--- src/rtl/button_conditioner.sv ---
// Debounces the raw jump/duck buttons and presents them to the processor as
// frame-coherent requests that change only on VGA frame boundaries.
module button_conditioner #(
    parameter int DEBOUNCE_CYCLES = 1000000,
    parameter int CNT_W           = 20
) (
    input  logic       clock,
    input  logic       reset,
    input  logic       up,
    input  logic       down,
    input  logic       screen_end,
    output logic       io_jump,
    output logic       io_duck,
    output logic [7:0] press_count
);

    typedef enum logic [1:0] {
        STABLE_LO = 2'd0,
        WAIT_HI   = 2'd1,
        STABLE_HI = 2'd2,
        WAIT_LO   = 2'd3
    } db_state_t;

    localparam logic [CNT_W-1:0] CNT_LAST = CNT_W'(DEBOUNCE_CYCLES - 1);

    logic [1:0] raw;
    logic       up_rise;
    logic       duck_level;

    assign raw = {down, up};

    // Index 0 is the jump button, index 1 the duck button.
    generate
        for (genvar gi = 0; gi < 2; gi++) begin : g_btn
            logic                meta_q;
            logic                synced_q;
            db_state_t           state_q;
            logic [CNT_W-1:0]    cnt_q;

            always_ff @(posedge clock) begin
                if (reset) begin
                    meta_q   <= 1'b0;
                    synced_q <= 1'b0;
                    state_q  <= STABLE_LO;
                    cnt_q    <= '0;
                end else begin
                    meta_q   <= raw[gi];
                    synced_q <= meta_q;
                    case (state_q)
                        STABLE_LO: begin
                            if (synced_q) begin
                                state_q <= WAIT_HI;
                                cnt_q   <= '0;
                            end
                        end
                        WAIT_HI: begin
                            if (!synced_q)
                                state_q <= STABLE_LO;
                            else if (cnt_q == CNT_LAST)
                                state_q <= STABLE_HI;
                            else
                                cnt_q <= cnt_q + 1'b1;
                        end
                        STABLE_HI: begin
                            if (!synced_q) begin
                                state_q <= WAIT_LO;
                                cnt_q   <= '0;
                            end
                        end
                        WAIT_LO: begin
                            if (synced_q)
                                state_q <= STABLE_HI;
                            else if (cnt_q == CNT_LAST)
                                state_q <= STABLE_LO;
                            else
                                cnt_q <= cnt_q + 1'b1;
                        end
                        default: state_q <= STABLE_LO;
                    endcase
                end
            end

            if (gi == 0) begin : g_rise
                // True on exactly the edge the FSM enters STABLE_HI.
                assign up_rise = (state_q == WAIT_HI) && synced_q && (cnt_q == CNT_LAST);
            end else begin : g_level
                assign duck_level = (state_q == STABLE_HI) || (state_q == WAIT_LO);
            end
        end
    endgenerate

    logic       pending_q, pending_d;
    logic       jump_q;
    logic       duck_q;
    logic [7:0] count_q, count_d;

    // A rise on the frame edge survives the clear so no press is dropped.
    always_comb begin
        pending_d = up_rise | (pending_q & ~screen_end);
        count_d   = count_q + {7'd0, up_rise};
    end

    always_ff @(posedge clock) begin
        if (reset) begin
            pending_q <= 1'b0;
            jump_q    <= 1'b0;
            duck_q    <= 1'b0;
            count_q   <= 8'd0;
        end else begin
            pending_q <= pending_d;
            count_q   <= count_d;
            if (screen_end) begin
                jump_q <= pending_q;
                duck_q <= duck_level;
            end
        end
    end

    assign io_jump     = jump_q;
    assign io_duck     = duck_q;
    assign press_count = count_q;

endmodule
--- config.mk ---
export PLATFORM = sky130hd
export DESIGN_NAME = button_conditioner
export DESIGN_NICKNAME = d
export VERILOG_FILES = /design/src/rtl/button_conditioner.sv
export SDC_FILE = /design/constraint.sdc
export NUM_CORES = 1
export LEC_CHECK = 0
export ABC_CLOCK_PERIOD_IN_PS = 2600
export BUFFER_PORTS_ARGS = -buffer_cell sky130_fd_sc_hd__buf_2
export CAP_MARGIN = 30
export CORE_MARGIN = 2
export CORE_UTILIZATION = 60
export DETAILED_ROUTE_END_ITERATION = 10
export PLACE_DENSITY = 0.74
export RECOVER_POWER = 100
export SLEW_MARGIN = 20
export SYNTH_ARGS = -nofsm -noshare
export SYNTH_HDL_FRONTEND = slang
export SYNTH_SLANG_ARGS = --single-unit
--- constraint.sdc ---
create_clock -name clock -period 2.6 [get_ports clock]
set_clock_uncertainty 0.05 [all_clocks]
set_input_delay 0.39 -clock clock [delete_from_list [all_inputs] [get_ports clock]]
set_output_delay 0.39 -clock clock [all_outputs]
set_load 0.005 [all_outputs]
==> out/summary.txt, run 1 <==
Status -> finished clean
# nets final -> 340
Net switching power -> 0.392 mW
DRC viols -> 0
Worst slew pin tran -> 1.13 ns
Worst setup path class -> register to register
Hpwl dp -> 3.84 mm
Pre-antenna DRT Iters -> 5
Die Y -> 72.6 µm
Die width -> 72.6 µm
First-pass GRT wire length -> 9.93 mm
Synth cell count leaders -> dfxtp_1, nor2_1, nand3_1, a21oi_1
Port buffer count -> 14
Syn_area_per_cell -> 9.07 µm²
Largest net degree at the start of global routing -> 27
Fin crit share -> 91.8%
Reg-to-Reg Start -> g_btn[1].cnt_q[2]$_SDFFE_PP0P_
Mapped Nets -> 320
CTS clk-pin slew, worst paths -> 0.06 ns
Avg Vias per Cell -> 6.02
Number of global-route vias before repair -> 2207
GPL Wtd Cong -> 0.810
Post-synth EDFFs -> 0
Pins over their slew limit -> 0
Power Dens Cells -> 541 nW/µm²
Final WL -> 5.55 mm
Clock share of power -> 43.2%
Hold Crit Start -> down
Max-cap viol count -> 0
Critical path peak fanout -> 8
CTS root buffer -> clkbuf_8
Antenna cells -> 0
Clock sinks -> 59
CP startpoint kind -> register
Main synth FF type -> dfxtp_1
Post-route ant nets -> 0
Ys async rst share -> 0%
Largest cells by area after synthesis -> dfxtp_1, xnor2_1, nor2_1, nand3_1, a21oi_1
CTS tree -> built
Die area -> 5260 µm²
Critical Path RT -> 2.82 ns
Logic gate share of total power -> 2.5%
Core area -> 4440 µm²
Clock Tree Buf Depth -> 2
Worst Hold Class -> input port to register
Ys Warns -> 0
1st-iter DRT viols -> 160
Worst hold path depth -> 2
P_int -> 1.29 mW
Slew HR -> 24.4%
Switching share of power -> 23.3%
#FFs+latches synth -> 59
Setup violators final -> 0
Worst path top cell family by delay -> compound AO/OA/AOI/OAI gates
Num CTS Buffers -> 9
Layout cell share with drive strength beyond 1 -> 12.5%
Most instantiated library cell after synthesis -> dfxtp_1
Flop-to-flop setup slack -> 0.21 ns
Final hold vios -> 0
Pleak -> 1.10 nW
Layout area overhead -> 10.3%
Hold Path Sink -> g_btn[1].meta_q$_SDFF_PP0_
CP max-delay cell -> a21oi_1
Worst IR Drop VDD -> 0.393 mV
Sequential share of power -> 54.3%
Synth Instances -> 311
Total gr overflow -> 0
Routed len/inst -> 14.3 µm
Worst Path Buf+Inv -> 0
Share of Yosys cell area claimed by the top area cell type -> 41.9%
Final Power -> 1.68 mW
CP cell instances -> nand4_1 > nor3_4 > nand3_1 > a21oi_1 > a221o_1
Max Fclk -> 419 MHz
Worst R2R Path Depth -> 5
Initial antenna violation count -> 0
H-tree Lvls -> 3
Post-CTS Setup Bufs -> 0
Cell area after synthesis -> 2820 µm²
Total number of vias -> 2334
I/O pin count -> 15
Crit path from -> g_btn[1].cnt_q[2]$_SDFFE_PP0P_
Clock Latency Late Sink -> 0.33 ns
Max incr delay on CP -> 0.69 ns
Final TNS setup -> 0 ns
Synth cell types -> 54
Worst Setup End Kind -> register
Cell taking the most area after synthesis -> dfxtp_1
Seq/Total Area, Yosys -> 41.9%
RSZ-0062 raised after global routing -> no
Worst Path Arrival -> 2.61 ns
R2R Path End -> g_btn[1].cnt_q[10]$_SDFFE_PP0P_
Initial Util -> 63.5%
Gr usage total -> 24.0%
Period minus WS final -> 2.39 ns
# rows -> 24
-- final cells by class --
| class | instances | area, µm² |
|---|---|---|
| clock buffers | 10 | 138 |
| clock inverters | 6 | 41.3 |
| fillers | 355 | 1330 |
| inverters | 6 | 22.5 |
| multi-input cells | 234 | 1560 |
| flip-flops and latches | 59 | 1180 |
| well taps | 52 | 65.1 |
| repair buffers | 21 | 109 |
-- kinds of logic after synthesis --
group	Yosys count	synth area share, %
and+or+nand+nor	145	29.2
DFF	59	41.9
AOI/OAI and AO/OA	57	14.5
xor gates and xnor gates	23	7.68
buffers and inverters	18	3.19
muxes	5	1.77
adders and majority gates	4	1.77
-- metrics by stage --
step | instance area (µm²) | setup slack [ns] | hold slack (ns) | std cells | utilization (%)
floorplan | 2820 | 0.394 | 0.364 | 311 | -
global placement | 2940 | 0.239 | 0.373 | 372 | 66.2
detailed placement | 2940 | 0.172 | 0.376 | 372 | 66.2
CTS | 3120 | 0.141 | 0.205 | 388 | 70.2
global route | 3110 | 0.0405 | 0.242 | 388 | 70.0
finish | 3110 | 0.214 | 0.214 | 388 | 70.0
-- flip-flops by register name, indices dropped and copies added, names as in the netlist, named ones only --
name	count
pending_q	1
io_jump	1
g_btn.state_q	2
g_btn.cnt_q	40
g_btn.synced_q	2
io_duck	1
g_btn.meta_q	2
press_count	8
-- per-layer routing --
layer / global-route usage, % / wire (µm)
met5: 0 / 0
met3: 4.31 / 264
met4: 11.3 / 55
met2: 34.5 / 2370
met1: 34.7 / 2850
-- power groups by stage --
| stage | Clock (mW) | Sequential, mW | Combinational [mW] |
|---|---|---|---|
| floorplan | 0 | 0.933 | 0.0306 |
| global placement | 0 | 0.934 | 0.0443 |
| detailed placement | 0 | 0.934 | 0.0448 |
| CTS | 0.743 | 0.913 | 0.0449 |
| global route | 0.787 | 0.913 | 0.0477 |
| finish | 0.726 | 0.914 | 0.0427 |
-- placed cells by master, fill, tap and decap left out, drive strengths merged, types with 2 or more instances in the layout --
cell      netlist  final
a21oi          17     17
nor4            5      5
or4             4      4
or3             4      4
xor2            8      8
dfxtp          59     59
a31oi           6      6
buf             6     13
nor2           32     32
o31ai           3      3
clkinvlp        0      3
a211o           4      4
nand4          11     11
nor4b           5      5
nor4bb          2      2
nor3b           2      2
a22o            4      4
and3            7      7
and4            7      7
clkbuf          6     18
nor3           15     15
and2            3      3
inv             6      6
nand2          16     16
mux2i           5      5
nor2b           7      7
nand3          21     21
xnor2          15     15
a41oi           2      2
ha              4      4
clkinv          0      3
o21ai          11     11
a221o           2      2
-- worst max path at each step --
stage	to	slack (ns)	depth (start not counted)
after floorplan	press_count[5]$_SDFF_PP0_	0.39	10
after global placement	press_count[5]$_SDFF_PP0_	0.24	9
after detailed placement	press_count[5]$_SDFF_PP0_	0.17	9
after global routing	press_count[5]$_SDFF_PP0_	0.04	9
after CTS	press_count[4]$_SDFF_PP0_	0.14	9
final	g_btn[1].cnt_q[10]$_SDFFE_PP0P_	0.21	5
-- repair_timing --
| item | 4_1_cts | 5_1_grt |
|---|---|---|
| setup endpoints to repair | 0 | 4 |
| hold buffers | 0 | 0 |
| gates resized for setup | 0 | 3 |
No activity file was read; power rests on OpenSTA's default activity.
==> run 2, diff against run 1 <==
ABC_CLOCK_PERIOD_IN_PS = 2500   (was 2600)
SLEW_MARGIN = unset   (was 20)
TNS_END_PERCENT = 50   (was unset)
clock period = 2.5 ns   (was 2.6 ns; I/O delays follow)
==> out/summary.txt, run 2 (synthesis results as in run 1) <==
Max-cap viol count -> 0
CP startpoint kind -> register
CTS clk-pin slew, worst paths -> 0.06 ns
Layout filler cell count -> 359
Fin crit share -> 92.7%
Num CTS Buffers -> 9
Port buffer count -> 14
Critical Path RT -> 2.67 ns
Worst Hold Class -> input port to register
1st-iter DRT viols -> 197
GPL Wtd Cong -> 0.840
Slew HR -> 44.6%
Avg Vias per Cell -> 6.05
Gr usage total -> 23.7%
Biggest register -> g_btn.cnt_q
Post-route ant nets -> 0
RSZ-0062 raised after global routing -> no
Max Fclk -> 432 MHz
Final WL -> 5.68 mm
Status -> finished clean
Worst slew pin tran -> 0.821 ns
Worst setup path class -> register to register
Final hold vios -> 0
Core Util, Final -> 70.7%
Critical path peak fanout -> 5
First-pass GRT wire length -> 9.65 mm
CTS tree -> built
Clock Tree Buf Depth -> 2
Layout area overhead -> 11.5%
DRC viols -> 0
Area after DPL -> 2960 µm²
Largest net degree at the start of global routing -> 22
Total number of vias -> 2360
Hpwl dp -> 3.87 mm
CTS root buffer -> clkbuf_8
Clock Latency Late Sink -> 0.34 ns
Die width -> 72.6 µm
Pins over their slew limit -> 0
Number of global-route vias before repair -> 2069
Initial Util -> 63.5%
Pre-CTS WS -> 0.0346 ns
Final Power -> 1.86 mW
Most common cell after layout, fill and taps aside -> dfxtp_1
Post-CTS Setup Bufs -> 0
Final TNS setup -> 0 ns
Worst IR Drop VDD -> 0.430 mV
Initial antenna violation count -> 0
Die Y -> 72.6 µm
Pleak -> 1.12 nW
Setup violators final -> 0
Post-route cell area -> 3140 µm²
Pre-antenna DRT Iters -> 5
Total gr overflow -> 0
Worst Setup End Kind -> register
Clock sinks -> 59
Worst Path Arrival -> 2.49 ns
PnR worst setup slack -> 0.183 ns
Antenna cells -> 0
H-tree Lvls -> 3
Layout cell share with drive strength beyond 1 -> 12.1%
# rows -> 24
Max FFs per register -> 40
Power Dens Cells -> 591 nW/µm²
Core area -> 4440 µm²
I/O pin count -> 15
# nets final -> 343
Period minus WS final -> 2.32 ns
Most frequent cells in the layout -> dfxtp_1, nor2_1, nand3_1
Routed len/inst -> 14.6 µm
Die area -> 5260 µm²
-- run 2: through the flow --
stage	instances	hold slack, ns
global placement	375	0.366
floorplan	311	0.364
CTS	390	0.177
finish	390	0.198
detailed placement	375	0.385
global route	390	0.195
-- run 2: area by class of cell --
| type | count | area [µm²] | share of cell area [%] |
|---|---|---|---|
| clock inverters | 2 | 35.0 | 1.11 |
| repair buffers | 24 | 126 | 4.02 |
| multi-input cells | 234 | 1560 | 49.5 |
| inverters | 6 | 22.5 | 0.716 |
| well taps | 52 | 65.1 | 2.07 |
| flip-flops and latches | 59 | 1180 | 37.6 |
| clock buffers | 13 | 159 | 5.05 |
-- run 2: layer usage --
metal,GRT usage (%),routed length [µm],vias to the layer above
li1,-,-,1190
met3,7.92,333,10
met5,0,0,-
met4,9.47,94,0
met2,33.1,2480,67
met1,33.5,2780,1093
-- run 2: what timing repair did --
action | in CTS | in global routing
hold buffers | 0 | 0
endpoints found under the setup margin | 1 | 7
resized for setup | 1 | 5
-- run 2: final timing paths --
kind,end,from,slack (ns),depth (start not counted)
max,press_count[5]$_SDFF_PP0_,g_btn[0].cnt_q[6]$_SDFFE_PP0P_,0.18,9
min,g_btn[1].meta_q$_SDFF_PP0_,down,0.20,2
max reg2reg,press_count[5]$_SDFF_PP0_,g_btn[0].cnt_q[6]$_SDFFE_PP0P_,0.18,9
min reg2reg,g_btn[1].synced_q$_SDFF_PP0_,g_btn[1].meta_q$_SDFF_PP0_,0.39,1
-- run 2: report_power, final --
| group | leakage, nW | internal [mW] | switching [mW] |
|---|---|---|---|
| Clock | 0.0995 | 0.508 | 0.356 |
| Sequential | 0.476 | 0.946 | 0.00455 |
| Combinational | 0.548 | 0.0144 | 0.0297 |
-- run 2: worst max-delay path, stage by stage, from the launching register on --
cell	delay, ns
dfxtp_1	0.37
nor4b_2	0.38
and4_4	0.30
nand3_4	0.10
nor3b_2	0.24
ha_1	0.21
and3_1	0.24
nand3_1	0.11
xor2_1	0.15
nor2_1	0.05
